### config.mk
export PLATFORM = sky130hd
export DESIGN_NAME = noc_tx_arbiter
export DESIGN_NICKNAME = d
export VERILOG_FILES = /design/src/rtl/noc_pkg.sv /design/src/rtl/rr_arbiter.sv /design/src/rtl/noc_tx_arbiter.sv
export SDC_FILE = /design/constraint.sdc
export NUM_CORES = 1
export LEC_CHECK = 0
export BUFFER_PORTS_ARGS = -buffer_cell sky130_fd_sc_hd__buf_2
export CAP_MARGIN = 15
export CORE_MARGIN = 2
export CORE_UTILIZATION = 45
export CTS_CLUSTER_SIZE = 10
export DETAILED_ROUTE_END_ITERATION = 16
export PLACE_DENSITY = 0.81
export SYNTH_ARGS = -nofsm -noshare
export SYNTH_HDL_FRONTEND = slang
export SYNTH_SLANG_ARGS = --single-unit
### constraint.sdc
create_clock -name net_clk -period 3 [get_ports net_clk]
set_input_delay 0.3 -clock net_clk [delete_from_list [all_inputs] [get_ports net_clk]]
set_output_delay 0.3 -clock net_clk [all_outputs]
set_load 0.02 [all_outputs]
### src/rtl/noc_pkg.sv
// Shared NoC packet layout: field positions and widths used by the network interface, router and TX arbiter.
package noc_pkg;

  localparam int unsigned PKT_WIDTH         = 32;
  localparam int unsigned DEST_ROUTER_WIDTH = 4;
  localparam int unsigned DEST_NEURON_WIDTH = 12;
  localparam int unsigned PAYLOAD_WIDTH     = 16;
  localparam int unsigned DEST_ROUTER_LSB   = 28;
  localparam int unsigned DEST_NEURON_LSB   = 16;

  typedef struct packed {
    logic [DEST_ROUTER_WIDTH-1:0] dest_router;
    logic [DEST_NEURON_WIDTH-1:0] dest_neuron;
    logic [PAYLOAD_WIDTH-1:0]     payload;
  } noc_pkt_t;

  // Round-robin successor of a grant index.
  function automatic int unsigned rr_next(input int unsigned idx, input int unsigned n);
    return (idx + 1) % n;
  endfunction

endpackage

### src/rtl/rr_arbiter.sv
// Combinational round-robin picker: first set request at or above ptr_i, wrapping modulo N.
module rr_arbiter #(
  parameter int unsigned N  = 4,
  parameter int unsigned IW = $clog2(N)
) (
  input  logic [N-1:0]  req_i,
  input  logic [IW-1:0] ptr_i,
  output logic [N-1:0]  gnt_o,
  output logic [IW-1:0] idx_o,
  output logic          any_o
);

  int unsigned k;
  logic        found;

  always_comb begin
    gnt_o = '0;
    idx_o = '0;
    found = 1'b0;
    k     = 0;
    for (int unsigned off = 0; off < N; off++) begin
      k = (32'(ptr_i) + off) % N;
      if (!found && req_i[k]) begin
        found    = 1'b1;
        gnt_o[k] = 1'b1;
        idx_o    = IW'(k);
      end
    end
  end

  assign any_o = |req_i;

endmodule

### src/rtl/noc_tx_arbiter.sv
// Round-robin share of the single NI TX port among NUM_REQ spike sources, with one registered
// output stage towards the router and a saturating sent-packet counter.
module noc_tx_arbiter #(
  parameter int unsigned NUM_REQ           = 4,
  parameter int unsigned ROUTER_ADDR_WIDTH = noc_pkg::DEST_ROUTER_WIDTH,
  parameter int unsigned NEURON_ADDR_WIDTH = noc_pkg::DEST_NEURON_WIDTH,
  parameter int unsigned PKT_WIDTH         = noc_pkg::PKT_WIDTH,
  parameter int unsigned CNT_WIDTH         = 16,
  parameter int unsigned IDX_WIDTH         = $clog2(NUM_REQ)
) (
  input  logic                           net_clk,
  input  logic                           net_rst,
  input  logic [NUM_REQ*PKT_WIDTH-1:0]   req_packet,
  input  logic [NUM_REQ-1:0]             req_valid,
  output logic [NUM_REQ-1:0]             req_ready,
  input  logic [NUM_REQ-1:0]             req_en,
  output logic [PKT_WIDTH-1:0]           net_tx_packet,
  output logic                           net_tx_valid,
  input  logic                           net_tx_ready,
  output logic [IDX_WIDTH-1:0]           last_grant,
  output logic [CNT_WIDTH-1:0]           tx_count
);

  import noc_pkg::*;

  // Header fields plus payload must tile the packet exactly; catch bad overrides at elaboration.
  if (ROUTER_ADDR_WIDTH + NEURON_ADDR_WIDTH + PAYLOAD_WIDTH != PKT_WIDTH ||
      NUM_REQ < 2 || NUM_REQ > 16) begin : g_bad_params
    $error("noc_tx_arbiter: inconsistent parameters");
  end

  logic [PKT_WIDTH-1:0] pkt_q,   pkt_d;
  logic                 valid_q, valid_d;
  logic [IDX_WIDTH-1:0] ptr_q,   ptr_d;
  logic [IDX_WIDTH-1:0] last_q,  last_d;
  logic [CNT_WIDTH-1:0] cnt_q,   cnt_d;

  logic                 load_c;
  logic [NUM_REQ-1:0]   elig_c;
  logic [NUM_REQ-1:0]   gnt_c;
  logic [IDX_WIDTH-1:0] gnt_idx_c;
  logic                 any_c;
  logic [PKT_WIDTH-1:0] pkt_sel_c;

  assign load_c = !valid_q || net_tx_ready;
  assign elig_c = req_valid & req_en;

  rr_arbiter #(
    .N  (NUM_REQ),
    .IW (IDX_WIDTH)
  ) u_rr (
    .req_i (elig_c),
    .ptr_i (ptr_q),
    .gnt_o (gnt_c),
    .idx_o (gnt_idx_c),
    .any_o (any_c)
  );

  // One-hot AND-OR packet mux keeps the select free of variable part-selects.
  always_comb begin
    pkt_sel_c = '0;
    for (int unsigned i = 0; i < NUM_REQ; i++) begin
      if (gnt_c[i]) pkt_sel_c = pkt_sel_c | req_packet[i*PKT_WIDTH +: PKT_WIDTH];
    end
  end

  assign req_ready = (load_c && !net_rst) ? gnt_c : '0;

  always_comb begin
    pkt_d   = pkt_q;
    valid_d = valid_q;
    ptr_d   = ptr_q;
    last_d  = last_q;
    cnt_d   = cnt_q;
    if (load_c) begin
      if (any_c) begin
        pkt_d   = pkt_sel_c;
        valid_d = 1'b1;
        last_d  = gnt_idx_c;
        ptr_d   = IDX_WIDTH'(rr_next(32'(gnt_idx_c), NUM_REQ));
      end else begin
        valid_d = 1'b0;
      end
    end
    if (valid_q && net_tx_ready && (cnt_q != '1)) cnt_d = cnt_q + CNT_WIDTH'(1);
  end

  always_ff @(posedge net_clk) begin
    if (net_rst) begin
      pkt_q   <= '0;
      valid_q <= 1'b0;
      ptr_q   <= '0;
      last_q  <= '0;
      cnt_q   <= '0;
    end else begin
      pkt_q   <= pkt_d;
      valid_q <= valid_d;
      ptr_q   <= ptr_d;
      last_q  <= last_d;
      cnt_q   <= cnt_d;
    end
  end

  assign net_tx_packet = pkt_q;
  assign net_tx_valid  = valid_q;
  assign last_grant    = last_q;
  assign tx_count      = cnt_q;

endmodule

==> results.md, run 1 <==
- Number of cells on the worst reg-to-reg path: 9
- Outcome: complete, no violations
- WHS: ~0.22 ns
- Post-synthesis mux area share: 3.06%
- Iteration-0 DRC Markers: 250
- Fraction of the mapped netlist area in adder cells: 3.28%
- Unrepaired setup endpoints after global routing: no
- GRT overflow: 0
- # hold bufs at CTS: 0
- Reg clk slew, reported paths: 0.11 ns
- Layout cells sized above 1: 43.5%
- Core area: 0.00733 mm^2
- Synth Area in Compound Gates: 36.4%
- First-pass GRT wire length: 19900 um
- Area leader, netlist: dfxtp_1
- Fraction of the mapped netlist area in simple logic gates: 17.1%
- Register bit total from synthesis: 53
- Drt drc: 0
- FF-to-FF Start: ptr_q[1]
- Synth top area share: 30.9%
- Stages on worst setup path: 9
- Post-route cell area: 0.00462 mm^2
- R2R setup slack: 0.47 ns
- Synthesis Warnings: 0
- Endpoints failing setup: 0
- Post-CTS Setup Inserts: 0
- Top_reg_cell synth: dfxtp_1
- Crit path to: req_ready[1]
- Clk_lat worst skew: 0.32 ns
- Critical path startpoint category: flip-flop
- Hold Fails Final Rpt: 0
- Clock skew: 0.00996 ns
- Period utilization: 94.2%
- Kind of critical path: reg -> out
- Syn_nets: 555
- Drt total wl: 12300 um
- Die width: 91.3 um
- Max Buffers Root-to-Sink: 2
- CTS tree: done
- Worst Path Arrival: 2.53 ns
- Max VDD drop: about 230 uV
- Min-delay worst type: in -> reg
- Critical path's most frequent cell: nor2_1
- Worst Path Buf+Inv: 2
- Reg2Reg Capture Point: net_tx_packet[23]
- Largest family of logic cells by synthesized area: compound AO/OA/AOI/OAI gates
- Pre-antenna DRT Iters: 5
- Rows: 31
- CP max stage delay: roughly 0.45 ns
- Pwr Density: 578 mW/mm^2
- Crit. End Element: output port
- Final std cells w/o fill: 688
- Global-route usage over all layers: 29.3%
- Sequential-to-total area share from yosys stat: 30.9%
- Slew headroom: roughly half
- Final TNS setup: 0 ns
- Pin count of the biggest net entering global routing: 38
- Vias in the first global route: 3883
- Worst path slowest cell: ha_2
- Fin nets: between 700 and 800
- CTS Buf Count: 5
- XOR/XNOR Fraction of Synth Area: 3.83%
- Initial core utilization: 46.8%
- Placed instance area: 0.00452 mm^2
- CP required: 2.70 ns
- Number of port buffers: 193
- Delay-heaviest family, CP: simple AND/OR/NAND/NOR gates
- Die height: 91.3 um
- Final Slew Violations: 0
- CTS sink cnt: 53
- Worst slew pin tran: 0.753 ns
- DR WL/cell: ~18 um
- Critical-path maximum fanout: 10
- Detailed Place HPWL: 9140 um
- Crit path cell chain: inv_2 -> ha_2 -> nand4_1 -> and4_2 -> nor2_1 -> o2bb2ai_2 -> a211oi_1 -> nor2_1 -> buf_2
- Root Buffer Master: clkbuf_8
- Top cells by area, synth: dfxtp_1, a22oi_2, a31oi_1
- Most frequent cells in the layout: buf_2, nand2_1, dfxtp_1
- EDFF count, synth: 0
- Routed Antenna Nets: 0
- Mapped Area: 0.00343 mm^2
- Via density: 5.89
- I/O pin cnt: 194
- Placed Cells: 679
- Total Power: 2670 uW
- Area Growth Syn to Fin: 34.5%
- Die footprint: 0.00834 mm^2
- Most common cell after layout, fill and taps aside: buf_2
- Minimum clock period: 2.83 ns
- DR vias: 4055
- Fill cell count: 666
- Fmax: 354 MHz
- Synthesized area per cell: 8.44 um^2
- Unique masters post-synth: 51
- Critical path origin: ptr_q[1]
- Post-synthesis cell count: 407
- Max Cap Viol: 0
- Htree depth: 2
- Ys async rst share: 0%
- Initial antenna violation count: 1
- Final Wtd Congestion: 0.977
- Static Leakage: 0.00203 uW
==> logic make-up after synthesis <==
group,count (synthesis)
AO/OA/AOI/OAI,163
XOR/XNOR,15
adder cells (fa/ha/maj),9
buffers and inverters,40
flip-flops,53
multiplexers,8
AND/OR/NAND/NOR,119
==> cells in the mapped netlist, types with 5 or more instances <==
cell type and count:
a22oi_2 29, xnor2_1 5, and2_1 6, buf_2 12, o22ai_1 32, o21ai_0 34, and3_1 5, inv_1 7
nand2_1 52, ha_1 9, a31oi_1 34, nand4_1 7, dfxtp_1 53, clkbuf_1 16, mux2i_1 6, nor2_1 20
xor2_1 10, nand3_1 7
==> worst min path at each step <==
| stage | to | from | depth (start not counted) | slack (ns) |
|---|---|---|---|---|
| after global routing | net_tx_packet[22] | req_packet[22] | 3 | 0.22 |
| after detailed placement | last_grant[1] | last_grant[1] | 2 | 0.46 |
| after CTS | net_tx_packet[26] | req_packet[26] | 3 | 0.21 |
| after global placement | last_grant[1] | last_grant[1] | 2 | 0.46 |
| after floorplan | net_tx_packet[0] | req_packet[0] | 2 | 0.44 |
| final | net_tx_packet[26] | req_packet[26] | 3 | 0.22 |
==> worst min-delay path, delay by kind of cell <==
kind                   cells  cell delay, ns
AO/OA/AOI/OAI              1            0.06
buffers and inverters      1            0.09
AND/OR/NAND/NOR            1            0.04
==> state kept, by name (all words and copies together) (netlist names) <==
| register | flops |
|---|---|
| last_grant | 2 |
| net_tx_packet | 32 |
| net_tx_valid | 1 |
| ptr_q | 2 |
| tx_count | 16 |
==> per-stage QoR <==
stage                     utilization (%)  setup slack (ns)
final                                63.0             0.173
after CTS                            62.9             0.104
after detailed placement             61.6             0.272
after floorplan                         -            0.0413
after global placement               61.6             0.402
after global routing                 63.0           0.00667
==> power breakdown <==
group          switching, uW  internal (uW)  leakage, uW
combinational            819            545      0.00155
clock                    264            171    0.0000487
sequential              60.9            810     0.000435
==> per-layer routing <==
metal	track usage, %	routed length [um]
met1	37.8	5130
met2	48.5	5820
met3	6.22	1000
met4	9.72	360
met5	0	0
==> layout make-up <==
class | count | area (um^2) | share of cell area [%]
well taps | 99 | 124 | 2.68
diodes | 1 | 2.50 | 0.0542
multi-input cells | 314 | 2210 | 47.9
clock buffers | 5 | 68.8 | 1.49
flip-flops and latches | 53 | 1060 | 23.0
repair buffers | 205 | 1090 | 23.7
inverters | 8 | 30.0 | 0.650
clock inverters | 3 | 26.3 | 0.569
==> timing repair <==
item | CTS | global route
pin swaps | 0 | 0
setup endpoints to repair | 4 | 4
gates resized for setup | 1 | 2
Power figures use the tool's default switching activity.
==> run 2: changes to the inputs <==
--- a/config.mk
+++ b/config.mk
@@ -8,10 +8,11 @@
 export BUFFER_PORTS_ARGS = -buffer_cell sky130_fd_sc_hd__buf_2
 export CAP_MARGIN = 15
 export CORE_MARGIN = 2
-export CORE_UTILIZATION = 45
+export CORE_UTILIZATION = 46
+export CTS_BUF_LIST = sky130_fd_sc_hd__clkbuf_8
 export CTS_CLUSTER_SIZE = 10
 export DETAILED_ROUTE_END_ITERATION = 16
-export PLACE_DENSITY = 0.81
+export PLACE_DENSITY = 0.83
 export SYNTH_ARGS = -nofsm -noshare
 export SYNTH_HDL_FRONTEND = slang
 export SYNTH_SLANG_ARGS = --single-unit
==> results.md, run 2 (synthesis gave the netlist of run 1 again) <==
- Minimum clock period: 2.92 ns (+0.0963 ns)
- Root Buffer Master: clkbuf_8
- Reg2Reg Capture Point: net_tx_packet[25]
- Drt drc: 0 (unchanged)
- Number of port buffers: 193 (unchanged)
- Iteration-0 DRC Markers: 305 (+22%)
- Final Wtd Congestion: 0.979 (+0.17%)
- Kind of critical path: reg -> out
- Clock skew: 0.00204 ns (-0.00792 ns)
- Max VDD drop: 308 uV (+35%)
- Worst path slowest cell: ha_2
- # diodes: 0 (-1)
- Number of cells on the worst reg-to-reg path: 9 (unchanged)
- Initial antenna violation count: 0 (-1)
- FF-to-FF Start: ptr_q[0]
- I/O pin cnt: 194 (unchanged)
- GRT overflow: 0 (unchanged)
- Delay-heaviest family, CP: simple AND/OR/NAND/NOR gates
- Vias in the first global route: 3917 (+0.88%)
- Endpoints failing setup: 0 (unchanged)
- Fill cell count: 633 (-5.0%)
- Most frequent cells in the layout: buf_2, dfxtp_1, nand2_1
- Layout cells sized above 1: 43.3% (-0.24 points)
- Fin nets: 736 (+0.14%)
- Placed Cells: 680 (+0.15%)
- Worst slew pin tran: 0.966 ns (+0.213 ns)
- Critical-path maximum fanout: 10 (unchanged)
- Pre-antenna DRT Iters: 5 (unchanged)
- Pin count of the biggest net entering global routing: 35 (-7.9%)
- First-pass GRT wire length: 19600 um (-1.5%)
- Critical path origin: ptr_q[1]
- Critical path startpoint category: flip-flop
- Post-CTS Setup Inserts: 0 (unchanged)
- Die footprint: 0.00817 mm^2 (-2.1%)
- Die height: 90.4 um (-1.0%)
- Setup slack after placement: 0.452 ns (+0.181 ns)
- Max reg flops: 32 (unchanged)
- Total Power: 2720 uW (+2.0%)
- Stages on worst setup path: 8 (-1)
- Crit path cell chain: inv_2 -> ha_2 -> nand4bb_1 -> and4_1 -> nand2_1 -> o211ai_4 -> nor2b_1 -> buf_2
- Detailed Place HPWL: 9280 um (+1.5%)
- Worst Path Buf+Inv: 2 (unchanged)
- Max Cap Viol: 0 (unchanged)
- Die width: 90.4 um (-1.0%)
- Drt total wl: 12400 um (+0.28%)
- Pwr Density: 589 mW/mm^2 (+2.0%)
- CP max stage delay: 0.44 ns (about the same)
- Most common cell after layout, fill and taps aside: buf_2
- Final Slew Violations: 0 (unchanged)
- Final std cells w/o fill: 688 (unchanged)
- CP required: 2.70 ns (about the same)
- CTS sink cnt: 53 (unchanged)
- Fmax: 342 MHz (-3.3%)
- Worst Path Arrival: 2.62 ns (+0.09 ns)
- Crit. End Element: output port
- Via density: 6.02 (+2.1%)
- Initial core utilization: 47.3% (+0.50 points)
- Min-delay worst type: in -> reg
- Area Growth Syn to Fin: 34.6% (about the same)
- Routed Antenna Nets: 0 (unchanged)
- Clk_lat worst skew: 0.30 ns (-0.02 ns)
- CTS tree: done
- Core area: 0.00725 mm^2 (-1.1%)
- Final worst slack: 0.0767 ns (-0.0963 ns)
- Static Leakage: 0.00204 uW (+0.67%)
- Global-route usage over all layers: 29.2% (-0.056 points)
- Rows: 31 (unchanged)
- Max Buffers Root-to-Sink: 2 (unchanged)
- R2R setup slack: 0.39 ns (-0.08 ns)
- Crit path to: req_ready[2]
- Period utilization: 97.4% (+3.2 points)
- Outcome: complete, no violations
- DR vias: 4142 (+2.1%)
- Final TNS setup: 0 ns (unchanged)
- DR WL/cell: 18.0 um (+0.28%)
- CTS Buf Count: 5 (unchanged)
- Hold Fails Final Rpt: 0 (unchanged)
- Htree depth: 2 (unchanged)
- Slew headroom: 35.6% (-14 points)
- Reg clk slew, reported paths: 0.09 ns (-0.02 ns)
-- run 2: repair_timing --
item	4_1_cts	5_1_grt
hold buffers	0	0
setup endpoints to repair	0	3
gates resized for setup	0	2
-- run 2: routing by layer --
layer,track usage [%],share of wire [%],vias to the layer above
met5,0,0,-
met4,13.2,3.2,0
met1,37.5,40,1927
met2,46.8,47,256
met3,6.76,10,38
li1,-,-,1921
-- run 2: per-stage QoR --
step / utilization [%] / area [um^2] / hold WS, ns
global placement: 62.0 / 4500 / 0.441
finish: 63.7 / 4620 / 0.238
floorplan: - / 3430 / 0.443
global route: 63.7 / 4620 / 0.243
detailed placement: 62.0 / 4500 / 0.453
CTS: 63.6 / 4620 / 0.232
-- run 2: worst min path at each step --
stage | depth (start not counted) | endpoint | startpoint
2_1_floorplan | 2 | net_tx_packet[0] | req_packet[0]
3_3_place_gp | 2 | last_grant[1] | last_grant[1]
3_5_place_dp | 2 | last_grant[1] | last_grant[1]
4_1_cts | 3 | net_tx_packet[14] | req_packet[14]
5_1_grt | 3 | net_tx_packet[21] | req_packet[21]
6_report | 3 | net_tx_packet[14] | req_packet[14]
-- run 2: layout make-up --
cell class              count  area [um^2]  share of cell area, %
inverters                   8         30.0                  0.650
repair buffers            206         1080                   23.3
clock inverters             2         33.8                  0.731
clock buffers               6         82.6                   1.79
multi-input cells         314         2210                   47.9
flip-flops and latches     53         1060                   23.0
well taps                  99          124                   2.68
-- run 2: power breakdown --
group / total [uW] / internal (uW) / switching (uW)
sequential: 866 / 809 / 56.4
clock: 496 / 269 / 227
combinational: 1360 / 532 / 829
-- run 2: worst min-delay path, stage by stage --
cell     delay [ns]
buf_2          0.10
nand2_1        0.04
a31oi_1        0.06
==> run 3: changes to the inputs <==
--- a/config.mk
+++ b/config.mk
@@ -5,14 +5,15 @@
 export SDC_FILE = /design/constraint.sdc
 export NUM_CORES = 1
 export LEC_CHECK = 0
+export ABC_AREA = 1
 export BUFFER_PORTS_ARGS = -buffer_cell sky130_fd_sc_hd__buf_2
 export CAP_MARGIN = 15
-export CORE_MARGIN = 2
-export CORE_UTILIZATION = 46
+export CORE_MARGIN = 3
+export CORE_UTILIZATION = 47
 export CTS_BUF_LIST = sky130_fd_sc_hd__clkbuf_8
 export CTS_CLUSTER_SIZE = 10
 export DETAILED_ROUTE_END_ITERATION = 16
-export PLACE_DENSITY = 0.83
+export PLACE_DENSITY = 0.84
 export SYNTH_ARGS = -nofsm -noshare
 export SYNTH_HDL_FRONTEND = slang
 export SYNTH_SLANG_ARGS = --single-unit
==> results.md, run 3 <==
- Outcome: complete, no violations
- First-pass GRT wire length: 18300 um (-6.7%)
- Crit. End Element: output port
- Max reg flops: 32 (unchanged)
- FF/Latch Area: 0.00106 mm^2 (+0.24%)
- Pre-antenna DRT Iters: 5 (unchanged)
- Sequential-to-total area share from yosys stat: 29.6% (-1.3 points)
- Top_reg_cell synth: dfxtp_1
- Initial core utilization: 48.9% (+1.6 points)
- Drt total wl: 11400 um (-7.6%)
- Final TNS setup: 0 ns (unchanged)
- Global-route usage over all layers: 25.5% (-3.7 points)
- Area leader, netlist: dfxtp_1
- Critical path origin: ptr_q[1]
- DR vias: 4421 (+6.7%)
- Pwr Density: 704 mW/mm^2 (+20%)
- DR WL/cell: 13.1 um (-27%)
- Detailed Place HPWL: 8840 um (-4.7%)
- Final Slew Violations: 0 (unchanged)
- Max Buffers Root-to-Sink: 2 (unchanged)
- Fin nets: 919 (+25%)
- FF-to-FF Start: ptr_q[1]
- Worst Path Buf+Inv: 3 (+1)
- Via density: 5.08 (-16%)
- Vias in the first global route: 4166 (+6.4%)
- Critical path's most frequent cell: inv_1
- Worst Path Arrival: 2.47 ns (-0.15 ns)
- Most common cell after layout, fill and taps aside: nand2_1
- Final Wtd Congestion: 0.911 (-6.9%)
- Core area: 0.00733 mm^2 (+1.1%)
- Pin count of the biggest net entering global routing: 33 (-5.7%)
- Top cells by area, synth: dfxtp_1, nand2_1, nor2_1
- Total Power: 3260 uW (+20%)
- Most frequent cells in the layout: nand2_1, buf_2, nor2_1
- Number of port buffers: 193 (unchanged)
- Die width: 93.3 um (+3.3%)
- Root Buffer Master: clkbuf_8
- Worst slew pin tran: 0.633 ns (-0.333 ns)
- Reg clk slew, reported paths: 0.10 ns (about the same)
- Min-delay worst type: in -> reg
- Delay-heaviest family, CP: simple AND/OR/NAND/NOR gates
- CTS resizes: 0 (unchanged)
- CTS Buf Count: 5 (unchanged)
- Die height: 93.3 um (+3.3%)
- CTS tree: done
- # diodes: 0 (unchanged)
- Synthesized area per cell: 6.05 um^2 (-28%)
- Register bit total from synthesis: 53 (unchanged)
- Initial antenna violation count: 0 (unchanged)
- Minimum clock period: 2.77 ns (-0.153 ns)
- Post-synthesis cell count: 593 (+46%)
- Layout cells sized above 1: 30.6% (-13 points)
- # hold bufs at CTS: 0 (unchanged)
- Htree depth: 2 (unchanged)
- Max Cap Viol: 0 (unchanged)
- Fill cell count: 714 (+13%)
- Critical-path maximum fanout: 10 (unchanged)
- Ys async rst share: 0% (unchanged)
- Kind of critical path: reg -> out
- Clk_lat worst skew: 0.31 ns (about the same)
- Critical path startpoint category: flip-flop
- Drt drc: 0 (unchanged)
- Period utilization: 92.3% (-5.1 points)
- HP Start: net_rst
- Rows: 31 (unchanged)
- Slew headroom: 57.6% (+22 points)
- Unrepaired setup endpoints after global routing: no
- Synth top area share: 29.6% (-1.3 points)
- EDFF count, synth: 0 (unchanged)
- Fmax: 361 MHz (+5.5%)
- Clock skew: 0.00512 ns (+0.00308 ns)
- Footprint of the multi-input gates: 0.00222 mm^2 (+0.45%)
- Synth top cells by count: nand2_1, nor2_1, nand3_1
- Hold Fails Final Rpt: 0 (unchanged)
- Static Leakage: 0.00242 uW (+19%)
- Unique masters post-synth: 30 (-41%)
- Post-CTS Setup Inserts: 0 (unchanged)
- CP required: 2.70 ns (about the same)
- Max VDD drop: 408 uV (+32%)
- Iteration-0 DRC Markers: 145 (-52%)
- Crit path cell chain: inv_1 -> ha_1 -> inv_1 -> nand3_1 -> nand2_1 -> nand3_4 -> nor2_4 -> nand2_2 -> a21oi_1 -> buf_2
- Most numerous cell in the Yosys netlist: nand2_1
- Area Growth Syn to Fin: 29.2%
- Worst path slowest cell: dfxtp_2
- Endpoints failing setup: 0 (unchanged)
- WHS: 0.281 ns (+0.0424 ns)
- GRT overflow: 0 (unchanged)
- CTS sink cnt: 53 (unchanged)
- CP max stage delay: 0.44 ns (about the same)
- I/O pin cnt: 194 (unchanged)
- Synthesis Warnings: 0 (unchanged)
- Routed Antenna Nets: 0 (unchanged)
- Mapped Area: 0.00358 mm^2 (+4.4%)
- Syn_nets: 741 (+34%)
- Die footprint: 0.00871 mm^2 (+6.6%)
run 3: cell types whose count changed after synthesis, sizes merged, moves of 8 or more:
cell,delta
o21ai,+8
a21oi,+14
nand3,+62
a22oi,-32
nand2,+177
a31oi,-30
o22ai,-32
nor2,+70
inv,+24
run 3: cell families after synthesis:
kind of cell,count (synthesis),synth area share [%]
adder cells (fa/ha/maj),9,3.14
flip-flops,53,29.6
XOR/XNOR,3,0.733
AND/OR/NAND/NOR,403,48.5
buffers and inverters,58,8.34
AO/OA/AOI/OAI,67,9.70
run 3: report_power, final:
part / total [uW] / switching [uW] / internal, uW
Sequential: 958 / 98.9 / 859
Clock: 409 / 247 / 162
Combinational: 1890 / 1260 / 634
Total: 3260 / 1610 / 1660
run 3: per-layer routing:
layer / track usage, % / wire length, um
met3: 6.11 / 855
met5: 0 / 0
met4: 9.04 / 283
met2: 43.5 / 5510
met1: 31.3 / 4770
run 3: layout make-up:
class                      instances  share of cell area (%)
clock buffer                       5                    1.49
clock inverter                     3                   0.378
inverter                          32                    2.70
multi-input combinational        482                    48.0
sequential                        53                    23.0
tap                               99                    2.67
timing repair buffer             197                    21.8
run 3: stage by stage:
step	worst slack, ns	std cells	utilization, %	instance area [um^2]
3_5_place_dp	0.292	863	62.0	4540
5_1_grt	0.103	871	63.2	4630
3_3_place_gp	0.431	863	62.0	4540
6_report	0.230	871	63.2	4630
4_1_cts	0.0913	871	63.2	4630
2_1_floorplan	0.714	593	-	3580
run 3: path summary, 6_finish.rpt:
| path | end | slack [ns] | cells after the start |
|---|---|---|---|
| worst max register to register | net_tx_packet[9] | 0.39 | 13 |
| worst min register to register | tx_count[13] | 0.50 | 2 |
| worst min-delay path | tx_count[13] | 0.28 | 2 |
| worst max-delay path | req_ready[2] | 0.23 | 10 |
